**src/rtl/sram_req_arb_pkg.sv**
```systemverilog
// Shared definitions for the SRAM-like request arbiter: requester tags and FSM encodings.
package sram_req_arb_pkg;

    localparam logic SRC_INST = 1'b0;
    localparam logic SRC_DATA = 1'b1;

    typedef enum logic [2:0] {
        ARB_IDLE   = 3'b001,
        ARB_HOLD_I = 3'b010,
        ARB_HOLD_D = 3'b100
    } arb_state_e;

    // Bits needed to hold 0..lim, never less than one.
    function automatic int sat_cnt_width(input int lim);
        return (lim < 1) ? 1 : $clog2(lim + 1);
    endfunction

endpackage

```
**src/rtl/arb_order_fifo.sv**
```systemverilog
// In-order 1-bit tag FIFO recording which requester owns each outstanding transaction.
module arb_order_fifo #(
    parameter int DEPTH = 4
) (
    input  logic clk_i,
    input  logic rst_ni,
    input  logic push_i,
    input  logic din_i,
    input  logic pop_i,
    output logic full_o,
    output logic empty_o,
    output logic head_o
);

    localparam int PTR_W = $clog2(DEPTH);
    localparam int CNT_W = PTR_W + 1;

    logic [DEPTH-1:0] mem_q;
    logic [PTR_W-1:0] wr_ptr_q, wr_ptr_d;
    logic [PTR_W-1:0] rd_ptr_q, rd_ptr_d;
    logic [CNT_W-1:0] cnt_q, cnt_d;
    logic             do_push, do_pop;

    assign full_o  = (cnt_q == CNT_W'(DEPTH));
    assign empty_o = (cnt_q == '0);
    assign head_o  = mem_q[rd_ptr_q];

    assign do_push = push_i & ~full_o;
    assign do_pop  = pop_i & ~empty_o;

    // Pointers rely on natural wrap because DEPTH is a power of two.
    always_comb begin
        wr_ptr_d = do_push ? wr_ptr_q + PTR_W'(1) : wr_ptr_q;
        rd_ptr_d = do_pop  ? rd_ptr_q + PTR_W'(1) : rd_ptr_q;
        cnt_d    = cnt_q;
        case ({do_push, do_pop})
            2'b10:   cnt_d = cnt_q + CNT_W'(1);
            2'b01:   cnt_d = cnt_q - CNT_W'(1);
            default: cnt_d = cnt_q;
        endcase
    end

    always_ff @(posedge clk_i or negedge rst_ni) begin
        if (!rst_ni) begin
            mem_q    <= '0;
            wr_ptr_q <= '0;
            rd_ptr_q <= '0;
            cnt_q    <= '0;
        end else begin
            if (do_push) begin
                mem_q[wr_ptr_q] <= din_i;
            end
            wr_ptr_q <= wr_ptr_d;
            rd_ptr_q <= rd_ptr_d;
            cnt_q    <= cnt_d;
        end
    end

endmodule

```
**src/rtl/sram_req_arb.sv**
```systemverilog
// Two-to-one SRAM-like request arbiter with grant lock, in-order response routing
// and bounded instruction-fetch priority.
module sram_req_arb
    import sram_req_arb_pkg::*;
#(
    parameter int OUTST      = 4,
    parameter int STARVE_LIM = 3
) (
    input  logic        aclk,
    input  logic        aresetn,

    input  logic        inst_req,
    input  logic        inst_wr,
    input  logic [1:0]  inst_size,
    input  logic [31:0] inst_addr,
    input  logic [3:0]  inst_wstrb,
    input  logic [31:0] inst_wdata,
    output logic        inst_addr_ok,
    output logic        inst_data_ok,
    output logic [31:0] inst_rdata,

    input  logic        data_req,
    input  logic        data_wr,
    input  logic [1:0]  data_size,
    input  logic [31:0] data_addr,
    input  logic [3:0]  data_wstrb,
    input  logic [31:0] data_wdata,
    output logic        data_addr_ok,
    output logic        data_data_ok,
    output logic [31:0] data_rdata,

    output logic        m_req,
    output logic        m_wr,
    output logic [1:0]  m_size,
    output logic [31:0] m_addr,
    output logic [3:0]  m_wstrb,
    output logic [31:0] m_wdata,
    input  logic        m_addr_ok,
    input  logic        m_data_ok,
    input  logic [31:0] m_rdata,

    output logic        resp_err
);

    localparam int SW = sat_cnt_width(STARVE_LIM);

    arb_state_e    state_q, state_d;
    logic [SW-1:0] starve_q, starve_d;
    logic          resp_err_q, resp_err_d;

    logic grant_i, grant_d, drive_en, accept, pop;
    logic full, empty, head;

    arb_order_fifo #(
        .DEPTH (OUTST)
    ) u_order_fifo (
        .clk_i   (aclk),
        .rst_ni  (aresetn),
        .push_i  (accept),
        .din_i   (grant_d ? SRC_DATA : SRC_INST),
        .pop_i   (pop),
        .full_o  (full),
        .empty_o (empty),
        .head_o  (head)
    );

    // A fresh grant needs room in the tracker; a held grant is never revoked.
    always_comb begin
        grant_i = 1'b0;
        grant_d = 1'b0;
        case (state_q)
            ARB_IDLE: begin
                if (!full && data_req && !(inst_req && starve_q == SW'(STARVE_LIM))) begin
                    grant_d = 1'b1;
                end else if (!full && inst_req) begin
                    grant_i = 1'b1;
                end
            end
            ARB_HOLD_I: grant_i = 1'b1;
            ARB_HOLD_D: grant_d = 1'b1;
            default: ;
        endcase
    end

    assign drive_en = aresetn & (grant_i | grant_d);
    assign m_req    = aresetn & ((grant_i & inst_req) | (grant_d & data_req));
    assign m_wr     = drive_en & (grant_d ? data_wr : inst_wr);
    assign m_size   = {2{drive_en}}  & (grant_d ? data_size  : inst_size);
    assign m_addr   = {32{drive_en}} & (grant_d ? data_addr  : inst_addr);
    assign m_wstrb  = {4{drive_en}}  & (grant_d ? data_wstrb : inst_wstrb);
    assign m_wdata  = {32{drive_en}} & (grant_d ? data_wdata : inst_wdata);

    assign accept       = m_req & m_addr_ok;
    assign inst_addr_ok = accept & grant_i;
    assign data_addr_ok = accept & grant_d;

    assign pop          = m_data_ok & ~empty;
    assign inst_data_ok = pop & (head == SRC_INST);
    assign data_data_ok = pop & (head == SRC_DATA);
    assign inst_rdata   = (!empty && head == SRC_INST) ? m_rdata : '0;
    assign data_rdata   = (!empty && head == SRC_DATA) ? m_rdata : '0;
    assign resp_err     = resp_err_q;

    always_comb begin
        state_d = state_q;
        case (state_q)
            ARB_IDLE: begin
                if (m_req && !m_addr_ok) begin
                    state_d = grant_d ? ARB_HOLD_D : ARB_HOLD_I;
                end
            end
            ARB_HOLD_I, ARB_HOLD_D: begin
                if (!m_req || m_addr_ok) begin
                    state_d = ARB_IDLE;
                end
            end
            default: state_d = ARB_IDLE;
        endcase

        starve_d = starve_q;
        if (accept && grant_d && inst_req) begin
            if (starve_q != SW'(STARVE_LIM)) begin
                starve_d = starve_q + SW'(1);
            end
        end else if (accept && grant_i) begin
            starve_d = '0;
        end

        resp_err_d = resp_err_q | (m_data_ok & empty);
    end

    always_ff @(posedge aclk or negedge aresetn) begin
        if (!aresetn) begin
            state_q    <= ARB_IDLE;
            starve_q   <= '0;
            resp_err_q <= 1'b0;
        end else begin
            state_q    <= state_d;
            starve_q   <= starve_d;
            resp_err_q <= resp_err_d;
        end
    end

endmodule

```
**config.mk**
```make
export PLATFORM = sky130hd
export DESIGN_NAME = sram_req_arb
export DESIGN_NICKNAME = d
export VERILOG_FILES = /design/src/rtl/sram_req_arb_pkg.sv /design/src/rtl/arb_order_fifo.sv /design/src/rtl/sram_req_arb.sv
export SDC_FILE = /design/constraint.sdc
export NUM_CORES = 1
export LEC_CHECK = 0
export ABC_AREA = 1
export CORE_AREA = 8 8 119 121
export CTS_CLUSTER_DIAMETER = 200
export DETAILED_ROUTE_END_ITERATION = 10
export DIE_AREA = 0 0 127 129
export HOLD_SLACK_MARGIN = 0.08
export PLACE_DENSITY = 0.75
export SYNTH_ARGS = -nofsm -noshare
export SYNTH_HDL_FRONTEND = slang
export SYNTH_SLANG_ARGS = --single-unit
export TNS_END_PERCENT = 1
```
**constraint.sdc**
```tcl
create_clock -name aclk -period 2.6 [get_ports aclk]
set_input_delay 0.78 -clock aclk [delete_from_list [all_inputs] [get_ports aclk]]
set_output_delay 0.78 -clock aclk [all_outputs]
set_load 0.01 [all_outputs]
```
# == Yosys cells after proc, flatten, opt, wreduce, memory -nomap -nowiden ==
# Cells that the tools add are included.
# W data, S select, Z words.
# totals
regBits,17
latchBits,0
mem_bits_rw,0
rom_bits,0
inputBits,180
output_inout_bits,141
wordCells,99
n_memories,0
# op_classes
n_addsub,5
multipliers,0
div,0
n_lt_le_gt_ge,3
n_eq_ne,11
shifts,0
mux,26
bitwise_logic,24
reduce_logical,23
# ops
operator,n
$mux W32,4
$and A32 B32 Y32,2
$and A1 B1 Y1,14
$pmux W3 S2,2
$logic_and A1 B1 Y1,11
$mux W3,3
$mux W2,4
$mux W1,7
$add A2 B1 Y2 const B,3
$eq A3 B3 Y1 const B,2
$lt A2 B3 Y1 const B,2
$ne A2 B2 Y1 const B,3
$logic_not A1 Y1,5
$and A4 B4 Y4,1
$bwmux W4,1
$eq A2 B2 Y1 const B,2
$mux W4,1
$pmux W1 S2,2
$reduce_and A2 Y1,2
$reduce_bool A2 Y1,2
$add A3 B1 Y3 const B,1
$eq A3 B1 Y1 const B,1
$eq A3 B2 Y1 const B,1
$logic_not A3 Y1,1
11 further kinds,15

# == Logic depth before layout (Yosys ltp) ==
# depth
depth_word,14
ltp_mapped,16
ltp_nobuf,16

# == Modules after synthesis ==
# Synthesis repeated with hierarchy kept, for this count alone.
# hier_totals
cells_unflattened,482
area_unflattened_um2,2536.2
# by_module_without_submodules
module,instances,cells_each,area_per_inst_um2,seq_area_each_um2
sram_req_arb,1,399,1868.0,151.4
arb_order_fifo,1,83,668.1,275.3

# == Least setup slack after synthesis ==
# No wires, ideal clock.
# synth_path
path_kind,input-to-output
start,input port inst_req
end,output port m_addr[0]
t_arrival_ps,1760
t_required_ps,1820
slack_ps,60
cell_stages,8
path_buffers,2
cell_sequence,nand2_1 -> nand2_1 -> nand3b_1 -> nand2_2 -> buf_2 -> buf_2 -> nand2_1 -> a21oi_1
# synth_via
elab_chain_cells,8
elab_cells_between_ends,13
cone_classes,mux (6); bitwise (3); reduce/logical (4)
# synth_lines
element,line_no,source
start: declaration,sram_req_arb.sv:12,"input logic inst_req,"
$logic_and A1 B1 Y1,sram_req_arb.sv:73,if (!full && data_req && !(inst_req && starve_q == SW'(STARVE_LIM))) begin
$logic_not A1 Y1,sram_req_arb.sv:73,
$logic_and A1 B1 Y1,sram_req_arb.sv:73,
$mux W1,sram_req_arb.sv:73,
$pmux W1 S2,sram_req_arb.sv:71,case (state_q)
$or A1 B1 Y1,sram_req_arb.sv:85,assign drive_en = aresetn & (grant_i | grant_d);
$and A1 B1 Y1,sram_req_arb.sv:85,
$and A32 B32 Y32 *,sram_req_arb.sv:89,assign m_addr = {32{drive_en}} & (grant_d ? data_addr : inst_addr);
end: declaration,sram_req_arb.sv:35,"output logic [31:0] m_addr,"
# Mark *: on every way between the ends. The rest lies on a longest branch, timed or not.

# == Worst setup path in the final report ==
# layout_path
start,input port inst_req
end,output port m_addr[22]
# Same word-level chain as after synthesis.

==> summary.md <==
| Metric | Value |
|---|---|
| Sw Share | `0.4857` |
| Fmax | `~350 MHz` |
| # port buffers | `320` |
| Top post-synthesis cells by area | `nand2_1 26%, dfrtp_1 17%, a21oi_1 16%` |
| Detailed-route DRC error count | `0` |
| Synth cell count leaders | `164 x nand2_1, 75 x nor2_1, 74 x a21oi_1` |
| Worst setup margin | `-0.2688 ns` |
| Tightest Pin Transition | `0.2691 ns` |
| Final Setup Violations | `between 70 and 80` |
| Design area | `~0.0063 mm²` |
| Final ANT Viol Nets | `0` |
| Reg2Reg Depth | `19` |
| Clock sinks | `17` |
| H-Tree Depth | `1` |
| Crit. End Element | `output pin` |
| Critical Path Start Type | `input pin` |
| Critical path type | `in -> out` |
| Clock-pin slew on the worst setup and hold paths | `around 0.050 ns` |
| Pre-antenna DRT Iters | `4` |
| Max-cap violations | `0` |
| GRT Overall Usage | `0.1763` |
| WP data arrival | `approximately 2.1 ns` |
| Minimum clock period | `2.869 ns` |
| Gate Count Post-Synth | `458` |
| Mapped Nets | `roughly 650` |
| Area share of the largest cell type after synthesis | `0.2583` |
| RSZ-0062 raised after global routing | `yes` |
| Reg2Reg Setup Slack | `-0.01 ns` |
| Fin. max-slew vios | `0` |
| Hold crit path type | `reg -> reg` |
| Largest net degree at the start of global routing | `34` |
| Die W | `roughly 130 µm` |
| Drt via density | `about 4.4` |
| Distinct cells, synth | `27` |
| Register area | `approximately 430 µm²` |
| Maximum VDD drop | `0.3693 mV` |
| Placed Instances | `936` |
| Clock Power Share | `0.067` |
| DRT iter0 DRCs | `roughly 220` |
| Comb power frac | `0.840` |
| Antenna violations before repair | `1` |
| Skew final | `0.003707 ns` |
| Num rows | `41` |
| R2r endpoint | `u_order_fifo.cnt_q[2]` |
| Predominant post-synthesis flop cell | `dfrtp_1` |
| # fillers | `between 1000 and 1500` |
| DR WL/cell | `17.16 µm` |
| Die Y | `between 100 and 150 µm` |
| Initial Util | `0.1936` |
| Pwr/cell area | `between 700 and 800 mW/mm²` |
| Placed Area | `between 0.005 and 0.006 mm²` |
| Clk_lat worst skew | `about 0.25 ns` |
| Final Hold Viols | `0` |
| Post-DP HPWL | `around 12 mm` |
| Hold path start | `resp_err` |
| Final nets | `~1000` |
| Share of post-route cells with drive strength above 1 | `0.2695` |
| Sequential power share | `0.094` |
| GR Overflow Total | `0` |
| Psw | `2.283 mW` |
| Vias | `4196` |
| Max clock buf depth | `2` |
| Max FO, Critical Path | `6` |
| Reg2reg start | `starve_q[0]` |
| Post-Syn Area | `between 0.002 and 0.0025 mm²` |
| CTS root buf | `clkbuf_16` |
| Yosys top cell by area | `nand2_1` |
| LEAKAGE | `approximately 3.2 nW` |
| GPL Wtd Cong | `around 0.96` |
| Fin util | `0.5111` |
| Finished Layout Cells | `around 960` |
| Final antenna diode count | `0` |
| Multi-input gate area in the final layout | `approximately 0.0019 mm²` |
| Yosys warns | `0` |
| Post-synth EDFFs | `0` |
| Worst hold path depth | `1` |
| Num CTS Buffers | `3` |
| Synth async-reset ratio | `1.000` |
| Sequential area share after synthesis | `0.1790` |
| Int Pwr | `between 2 and 2.5 mW` |
| Count leader, synth | `nand2_1` |
| Worst path required time | `about 1.8 ns` |
| Worst rel slew slack | `0.8206` |
| Vias in the first global route | `roughly 4000` |
| #FFs+latches synth | `17` |
| Io pins | `~320` |
| Area Overhead vs Synth | `164.0%` |
| Outcome | `complete, but fails checks` |
| Die area | `between 0.015 and 0.02 mm²` |
| Failing checks | `setup timing` |
| Hold path endpoint | `resp_err` |
| Mean Syn Cell Area | `between 5 and 6 µm²` |
| Routed WL | `about 16 mm` |
| TritonCTS clock tree | `yes` |
| First-pass GRT wire length | `around 23 mm` |
| Core area | `0.01231 mm²` |
| Final worst path period share | `1.103` |
## cells in the final DEF, fill, tap and decap left out, types with 2 or more instances in the layout
| master | n |
|---|---|
| nand2_1 | 154 |
| nor2_1 | 73 |
| buf_12 | 7 |
| clkdlybuf4s50_1 | 177 |
| nand3b_1 | 2 |
| buf_6 | 12 |
| buf_8 | 3 |
| dlygate4sd2_1 | 57 |
| inv_2 | 3 |
| buf_16 | 4 |
| inv_1 | 50 |
| a21oi_1 | 24 |
| clkdlybuf4s15_2 | 3 |
| clkbuf_16 | 8 |
| clkdlybuf4s15_1 | 8 |
| dfrtp_1 | 16 |
| o21ai_1 | 5 |
| nand2_4 | 6 |
| buf_2 | 66 |
| o21ai_0 | 2 |
| buf_4 | 31 |
| nand3_1 | 8 |
| nand4_1 | 2 |
| nor2_2 | 5 |
| clkbuf_2 | 3 |
| ha_2 | 2 |
| a21oi_2 | 50 |
| xor2_1 | 3 |
| nand2_2 | 8 |
| ha_1 | 4 |
| nor3_1 | 2 |
## per-stage QoR
stage	setup WS, ns	total power, mW	hold WS (ns)	TNS [ns]
2_1_floorplan	0.05993	2.097	0.4591	0
3_3_place_gp	-1.024	4.338	0.4626	-79.91
3_5_place_dp	-1.027	4.369	0.4732	-81.98
5_1_grt	-0.3404	5.091	0.4906	-21.00
6_report	-0.2688	4.700	0.4764	-14.69
4_1_cts	-0.3434	4.505	0.4847	-17.71
## what timing repair did
item | in CTS | in global routing
hold buffers | 0 | 0
buffers inserted | 9 | 1
pin swaps | 8 | 12
cloned | 4 | 6
setup endpoints to repair | 143 | 123
resized for setup | 409 | 77
## cell type report
cell class,count,area share
well taps,150,0.02983
inverters,54,0.03341
flip-flops and latches,17,0.06781
repair buffers,376,0.5592
clock buffers,4,0.01253
multi-input cells,358,0.2973
## routing by layer
metal  share of wire  GRT usage  vias to the layer above
met1            0.40     0.1987                     1880
met5         0.00097          0                        -
met2            0.51     0.3135                      183
met4           0.015    0.04829                        2
met3           0.081    0.05627                       19
li1                -          -                     2112
## power groups by stage
stage               Clock [mW]  Combinational (mW)  Sequential, mW
floorplan                    0                1.66           0.433
global placement             0                3.90           0.440
detailed placement           0                3.93           0.443
CTS                      0.321                3.74           0.440
global route             0.336                4.30           0.455
finish                   0.313                3.95           0.441
## cells by family after synthesis
family | Yosys count | synth area share
AO/OA/AOI/OAI | 85 | 0.1822
XOR/XNOR | 4 | 0.01470
adder cells (fa/ha/maj) | 7 | 0.03989
buffers and inverters | 83 | 0.1459
flip-flops | 17 | 0.1790
AND/OR/NAND/NOR | 262 | 0.4383
## worst max-delay path by stage
stage / start / endpoint / slack [ns] / cells past startpoint
2_1_floorplan: inst_req / m_addr[0] / 0.06 / 8
3_3_place_gp: inst_req / m_addr[0] / -1.02 / 10
3_5_place_dp: data_req / inst_addr_ok / -1.03 / 12
4_1_cts: inst_req / m_wdata[20] / -0.34 / 12
5_1_grt: inst_req / m_addr[22] / -0.34 / 12
6_report: inst_req / m_addr[22] / -0.27 / 12
## registers in the layout, indices dropped and copies added (netlist names)
signal	count
starve_q	2
u_order_fifo.wr_ptr_q	2
u_order_fifo.mem_q	4
resp_err	1
u_order_fifo.rd_ptr_q	2
state_q	3
u_order_fifo.cnt_q	3
## worst max-delay path, stage by stage
cell and delay (ns):
buf_6 0.10, nand2_4 0.06, nand2_2 0.05, buf_4 0.12
nand4_1 0.10, nand2_2 0.09, o21ai_4 0.17, buf_8 0.18
buf_12 0.13, clkbuf_16 0.15, a21oi_2 0.03, buf_2 0.14
No activity file was read; power rests on OpenSTA's default activity.
